### src/rtl/t04_screen_power_ctrl_if.sv
// Command channel from the screen power controller to the LCD command sequencer.
// The master offers cmd_code with cmd_valid; the slave accepts with cmd_ready.
interface t04_screen_power_ctrl_if;
  logic       cmd_valid;
  logic       cmd_ready;
  logic [1:0] cmd_code;

  modport master (output cmd_valid, output cmd_code, input cmd_ready);
  modport slave  (input cmd_valid, input cmd_code, output cmd_ready);
endinterface

### src/rtl/t04_screen_power_ctrl.sv
// Idle scheduler: steps the LCD through ACTIVE/DIM/SLEEP, issuing one command per transition.
// Decisions land one edge after the deciding cycle; commands hold stable while cmd_ready is low.
module t04_screen_power_ctrl #(
  parameter int            CT_W     = 23,
  parameter logic [CT_W-1:0] DIM_CT   = 23'd4_000_000,
  parameter logic [CT_W-1:0] SLEEP_CT = 23'h7FFFFF
) (
  input  logic                   clk,
  input  logic                   rst,
  input  logic                   key_edge,
  input  logic                   force_sleep,
  t04_screen_power_ctrl_if.master cmd,
  output logic [1:0]             state,
  output logic                   asleep,
  output logic [CT_W-1:0]        idle_ct
);

  typedef enum logic [1:0] {
    ST_ACTIVE = 2'd0,
    ST_DIM    = 2'd1,
    ST_SLEEP  = 2'd2,
    ST_CMD    = 2'd3
  } state_e;

  localparam logic [1:0] CODE_WAKE   = 2'b00;
  localparam logic [1:0] CODE_DIM    = 2'b01;
  localparam logic [1:0] CODE_SLEEP  = 2'b10;
  localparam logic [1:0] CODE_BRIGHT = 2'b11;

  state_e          state_q, state_d;
  state_e          target_q, target_d;
  logic [1:0]      code_q, code_d;
  logic            vld_q, vld_d;
  logic            pend_q, pend_d;
  logic            asleep_q, asleep_d;
  logic [CT_W-1:0] ct_q, ct_d;

  logic            hs;
  logic            pend_eff;
  logic [CT_W-1:0] ct_inc;

  always_comb begin
    hs       = vld_q & cmd.cmd_ready;
    // A key arriving on the very handshake edge still chains the wake.
    pend_eff = pend_q | (key_edge & (target_q != ST_ACTIVE));
    ct_inc   = (&ct_q) ? ct_q : ct_q + 1'b1;

    state_d  = state_q;
    target_d = target_q;
    code_d   = code_q;
    vld_d    = vld_q;
    pend_d   = pend_q;
    ct_d     = ct_q;

    case (state_q)
      ST_ACTIVE: begin
        ct_d = ct_inc;
        if (key_edge) begin
          ct_d = '0;
        end else if (force_sleep || ct_q >= SLEEP_CT) begin
          state_d = ST_CMD; target_d = ST_SLEEP; code_d = CODE_SLEEP; vld_d = 1'b1;
        end else if (ct_q >= DIM_CT) begin
          state_d = ST_CMD; target_d = ST_DIM; code_d = CODE_DIM; vld_d = 1'b1;
        end
      end
      ST_DIM: begin
        ct_d = ct_inc;
        if (key_edge) begin
          ct_d    = '0;
          state_d = ST_CMD; target_d = ST_ACTIVE; code_d = CODE_BRIGHT; vld_d = 1'b1;
        end else if (force_sleep || ct_q >= SLEEP_CT) begin
          state_d = ST_CMD; target_d = ST_SLEEP; code_d = CODE_SLEEP; vld_d = 1'b1;
        end
      end
      ST_SLEEP: begin
        ct_d = ct_inc;
        if (key_edge) begin
          ct_d    = '0;
          state_d = ST_CMD; target_d = ST_ACTIVE; code_d = CODE_WAKE; vld_d = 1'b1;
        end
      end
      default: begin
        // CMD: counter frozen; valid raised on entry from reset.
        vld_d = 1'b1;
        if (key_edge) begin
          ct_d = '0;
          if (target_q != ST_ACTIVE) pend_d = 1'b1;
        end
        if (hs) begin
          pend_d = 1'b0;
          if (pend_eff) begin
            target_d = ST_ACTIVE;
            code_d   = (target_q == ST_DIM) ? CODE_BRIGHT : CODE_WAKE;
          end else begin
            state_d = target_q;
            vld_d   = 1'b0;
            if (target_q == ST_ACTIVE) ct_d = '0;
          end
        end
      end
    endcase

    asleep_d = (state_d == ST_SLEEP);
  end

  always_ff @(posedge clk) begin
    if (!rst) begin
      state_q  <= ST_CMD;
      target_q <= ST_ACTIVE;
      code_q   <= CODE_WAKE;
      vld_q    <= 1'b0;
      pend_q   <= 1'b0;
      asleep_q <= 1'b0;
      ct_q     <= '0;
    end else begin
      state_q  <= state_d;
      target_q <= target_d;
      code_q   <= code_d;
      vld_q    <= vld_d;
      pend_q   <= pend_d;
      asleep_q <= asleep_d;
      ct_q     <= ct_d;
    end
  end

  assign cmd.cmd_valid = vld_q;
  assign cmd.cmd_code  = code_q;
  assign state         = state_q;
  assign asleep        = asleep_q;
  assign idle_ct       = ct_q;

endmodule

### src/flat_wrapper.sv
// flat-port wrapper written by rule: the top's interface ports become plain ports
module t04_screen_power_ctrl_flat 
#(
  parameter int            CT_W     = 23,
  parameter logic [CT_W-1:0] DIM_CT   = 23'd4_000_000,
  parameter logic [CT_W-1:0] SLEEP_CT = 23'h7FFFFF
)
  (clk, rst, key_edge, force_sleep, state, asleep, idle_ct, cmd_cmd_valid, cmd_cmd_code, cmd_cmd_ready);
  t04_screen_power_ctrl_if cmd_i ();
  input  logic clk;
  input  logic rst;
  input  logic key_edge;
  input  logic force_sleep;
  output logic [1:0] state;
  output logic asleep;
  output logic [CT_W-1:0] idle_ct;
  output wire logic [$bits(cmd_i.cmd_valid)-1:0] cmd_cmd_valid;
  output wire logic [$bits(cmd_i.cmd_code)-1:0] cmd_cmd_code;
  input wire logic [$bits(cmd_i.cmd_ready)-1:0] cmd_cmd_ready;
  assign cmd_cmd_valid = cmd_i.cmd_valid;
  assign cmd_cmd_code = cmd_i.cmd_code;
  assign cmd_i.cmd_ready = cmd_cmd_ready;
  t04_screen_power_ctrl #(.CT_W(CT_W), .DIM_CT(DIM_CT), .SLEEP_CT(SLEEP_CT)) u_core (.clk(clk), .rst(rst), .key_edge(key_edge), .force_sleep(force_sleep), .cmd(cmd_i), .state(state), .asleep(asleep), .idle_ct(idle_ct));
endmodule
### config.mk
export PLATFORM = sky130hd
export DESIGN_NAME = t04_screen_power_ctrl_flat
export DESIGN_NICKNAME = d
export VERILOG_FILES = /design/src/rtl/t04_screen_power_ctrl_if.sv /design/src/rtl/t04_screen_power_ctrl.sv /design/src/flat_wrapper.sv
export SDC_FILE = /design/constraint.sdc
export NUM_CORES = 1
export LEC_CHECK = 0
export CORE_MARGIN = 8
export CORE_UTILIZATION = 50
export CTS_BUF_LIST = sky130_fd_sc_hd__clkbuf_8 sky130_fd_sc_hd__clkbuf_16
export CTS_CLUSTER_DIAMETER = 100
export CTS_CLUSTER_SIZE = 25
export DETAILED_ROUTE_END_ITERATION = 10
export PLACE_DENSITY = 0.88
export SETUP_SLACK_MARGIN = 0.05
export SYNTH_ARGS = -nofsm -noshare
export SYNTH_HDL_FRONTEND = slang
export SYNTH_SLANG_ARGS = --single-unit
### constraint.sdc
create_clock -name clk -period 2.4 [get_ports clk]
set_clock_uncertainty 0.1 [all_clocks]
set_input_delay 0.48 -clock clk [delete_from_list [all_inputs] [get_ports clk]]
set_output_delay 0.48 -clock clk [all_outputs]
set_load 0.01 [all_outputs]
==> impl_metrics.toml <==
[status]
status = "completed"

[critical_path]
start_kind = "register"
worst_setup_path_end_kind = "register"
worstSetupPathType = "register to register"
max_stage_delay_ns = 0.55
cp.depth = 5
crit_required_ns = 2.50
r2r-start = "u_core.idle_ct[7]"
arrival_ns = 2.30
slowest_stage = "nor4_4"
r2r_slack_ns = 0.20
cp_num_buf_inv = 0
r2r_end = "u_core.idle_ct[2]"
critPathTopFamily = "simple AND/OR/NAND/NOR gates"
crit_chain = "nand3_2, nor4_4, nand2_2, a21o_1, a311oi_1"
reg2regPathDepth = 5
cp_max_fo = 8

[finish]
nNetsFinal = 310
drive_gt1_frac = 0.1579
multi_input_area_um2 = 1301
final_cell_area_um2 = 2615
diodes = 0
seq_area_um2 = 640.6
final_cell_mix = "clkdlybuf4s50_1 (33), dfxtp_1 (32), nor2_1 (26)"
area_growth_syn_to_layout_pct = 29.17
final_common_cell = "clkdlybuf4s50_1"
fillers = 332

[hold_path]
hold_end = "u_core.cmd.cmd_code[0]"
hold_path_class = "register to register"
whs_path_depth = 2
hp-start = "u_core.cmd.cmd_code[0]"

[timing]
setup_viol = 0
fin_setup_tns_ns = 0
fmaxAchievable_mhz = 453.6
max-slew-margin-rel = 0.6266
rsz0062_at_grt = "no"
period_share = 0.9186
fin_crit_ns = 2.205
worstMarginPinSlew_ns = 0.5559
slew_viol_final = 0
fin_ws_ns = 0.1955
hold_viol_final = 0

[clocking]
cts-htree-levels = 2
cts_tree = "done"
post_cts_buffers = 0
clk_pin_slew_ns = 0.07
clock-root-buffer = "clkbuf_8"
clock_path_buffers = 2
holdBufCountCts = 0
clock_latency_ns = 0.29
cts_sinks = 32
cts_made_buffers = 5

[synthesis]
synth_top_area_cell = "dfxtp_1"
syn_avg_cell_area_um2 = 7.939
synth_top_area_frac = 0.3164
ys_warn_count = 0
yosysSeqAreaShare = 0.3164
synth_area_leaders = "dfxtp_1 (32%), a21oi_1 (4.9%), nor2_1 (4.8%)"
synthFlopType = "dfxtp_1"
syn_inst = 255
synth_area_um2 = 2024
ys_seq_elements = 32
async_reset_ff_frac = 0
synth_edf_count = 0
ys_types = 55
syn_nets = 262

[placement]
pre_cts_ws_ns = -0.01719
hpwl_um = 4392
gp_congestion = 0.9597
port_buffers = 33
placed_area_um2 = 2522

[power]
power_density_nw_per_um2 = 460.0
leakage_uw = 0.0009290
clock_power_share = 0.371
p_int_uw = 858.4
comb_power_share = 0.168
switching_share = 0.2863
p_sw_uw = 344.4
ir_drop_uv = 443.6
seqPwrFrac = 0.460

[global_route]
grt_usage = 0.1916
grt_use_met1 = 0.2429
grt_overflow = 0
grt_max_degree = 17
grtUsageMet3 = 0.04955
grt_pass1_wl_um = 9860
antenna_found_initial = 0
grt_busiest_layer = "met2"
grt_pass1_vias = 2120
grt_use_met2 = 0.2950

[floorplanning]
num_rows = 23
die_h_um = 79.63
start_util = 0.5135
die_w_um = 79.63
core_area_um2 = 3943
ios = 34
die_area_um2 = 6341

[detailed_routing]
ant_nets = 0
route.detailed.drc = 0
drtIter0Drc = 210
vias = 2348
via_per_inst = 6.633
firstDrtPassIters = 5
wl_per_cell_um = 17.68
wirelength_um = 6258

[run]
max_cap_viol_count = 0
-- cells by family after synthesis --
logic type | count (synthesis) | synth area share
AOI/OAI and AO/OA | 96 | 0.3449
and+or+nand+nor | 101 | 0.2713
buffers and inverters | 21 | 0.04079
DFF | 32 | 0.3164
muxes | 2 | 0.009889
adders and majority gates | 2 | 0.01236
xor gates and xnor gates | 1 | 0.004327
-- Yosys cell counts, types with 2 or more instances --
cell type and number:
nand2_1 19, a31o_2 2, a311oi_1 5, a211oi_2 2, o21a_1 4, a2bb2oi_1 2, a31oi_1 12, nor3_1 9
a21oi_1 20, and3_1 8, o21ai_0 11, clkbuf_1 10, or2_2 2, nand4_1 9, o211a_1 2, and4_1 3
nand3_1 9, mux2i_1 2, a22oi_1 2, buf_2 3, nand2b_1 2, inv_1 8, o211ai_1 5, a31o_1 2
nor3_2 2, o2111ai_1 2, ha_1 2, nand3b_1 2, a211oi_1 4, o221a_2 4, dfxtp_1 32, nor2_1 26
a21o_1 6
-- final cells by class --
cell class,count,share of cell area
Multi-Input combinational cell,202,0.4976
Sequential cell,32,0.2450
Timing Repair Buffer,54,0.1866
Clock buffer,6,0.03158
Tap cell,50,0.02392
Inverter,8,0.01148
Clock inverter,2,0.003828
-- worst max-delay path by stage --
stage	to	slack, ns	from
6_report	u_core.idle_ct[2]	0.20	u_core.idle_ct[7]
4_1_cts	u_core.idle_ct[13]	0.18	u_core.idle_ct[0]
5_1_grt	u_core.idle_ct[2]	0.1	u_core.idle_ct[7]
2_1_floorplan	u_core.idle_ct[13]	0.19	u_core.idle_ct[1]
3_5_place_dp	u_core.cmd.cmd_code[0]	-0.02	key_edge
3_3_place_gp	u_core.cmd.cmd_code[0]	0.08	key_edge
-- worst register-to-register path, delay by kind of cell, from the launching register on --
kind | cells | cell delay [ns]
and+or+nand+nor | 3 | 1.02
AOI/OAI and AO/OA | 2 | 0.50
DFF | 1 | 0.50
-- state kept, by name, summed over array words and instances (netlist names) --
register and flops:
u_core.cmd.cmd_valid 1, u_core.idle_ct 23, u_core.state 2, u_core.pend_q 1, u_core.cmd.cmd_code 2, u_core.asleep 1, u_core.target_q 2
-- power groups by stage --
stage,clock [uW],sequential (uW),combinational [uW]
2_1_floorplan,0,565,104
3_3_place_gp,0,564,189
3_5_place_dp,0,565,194
4_1_cts,445,553,196
5_1_grt,473,554,216
6_report,447,553,203
-- per-stage QoR --
step	util	hold slack, ns	cells	total power [uW]
global route	0.6633	0.3894	354	1244
finish	0.6633	0.4008	354	1203
CTS	0.6633	0.3904	354	1194
detailed placement	0.6398	0.3769	346	758.3
floorplan	-	0.3827	255	669.0
global placement	0.6398	0.3563	346	753.5
-- routing by layer --
layer / routed length (um) / part of all wire
met5: 0 / 0
met3: 721 / 0.12
met2: 2787 / 0.45
met4: 229 / 0.037
met1: 2519 / 0.40
-- what timing repair did --
action / in CTS / in global routing
endpoints found under the setup margin: 0 / 5
resized for setup: 0 / 1
endpoints found under the hold margin: 0 / 0
(Power assumes the default switching activity.)
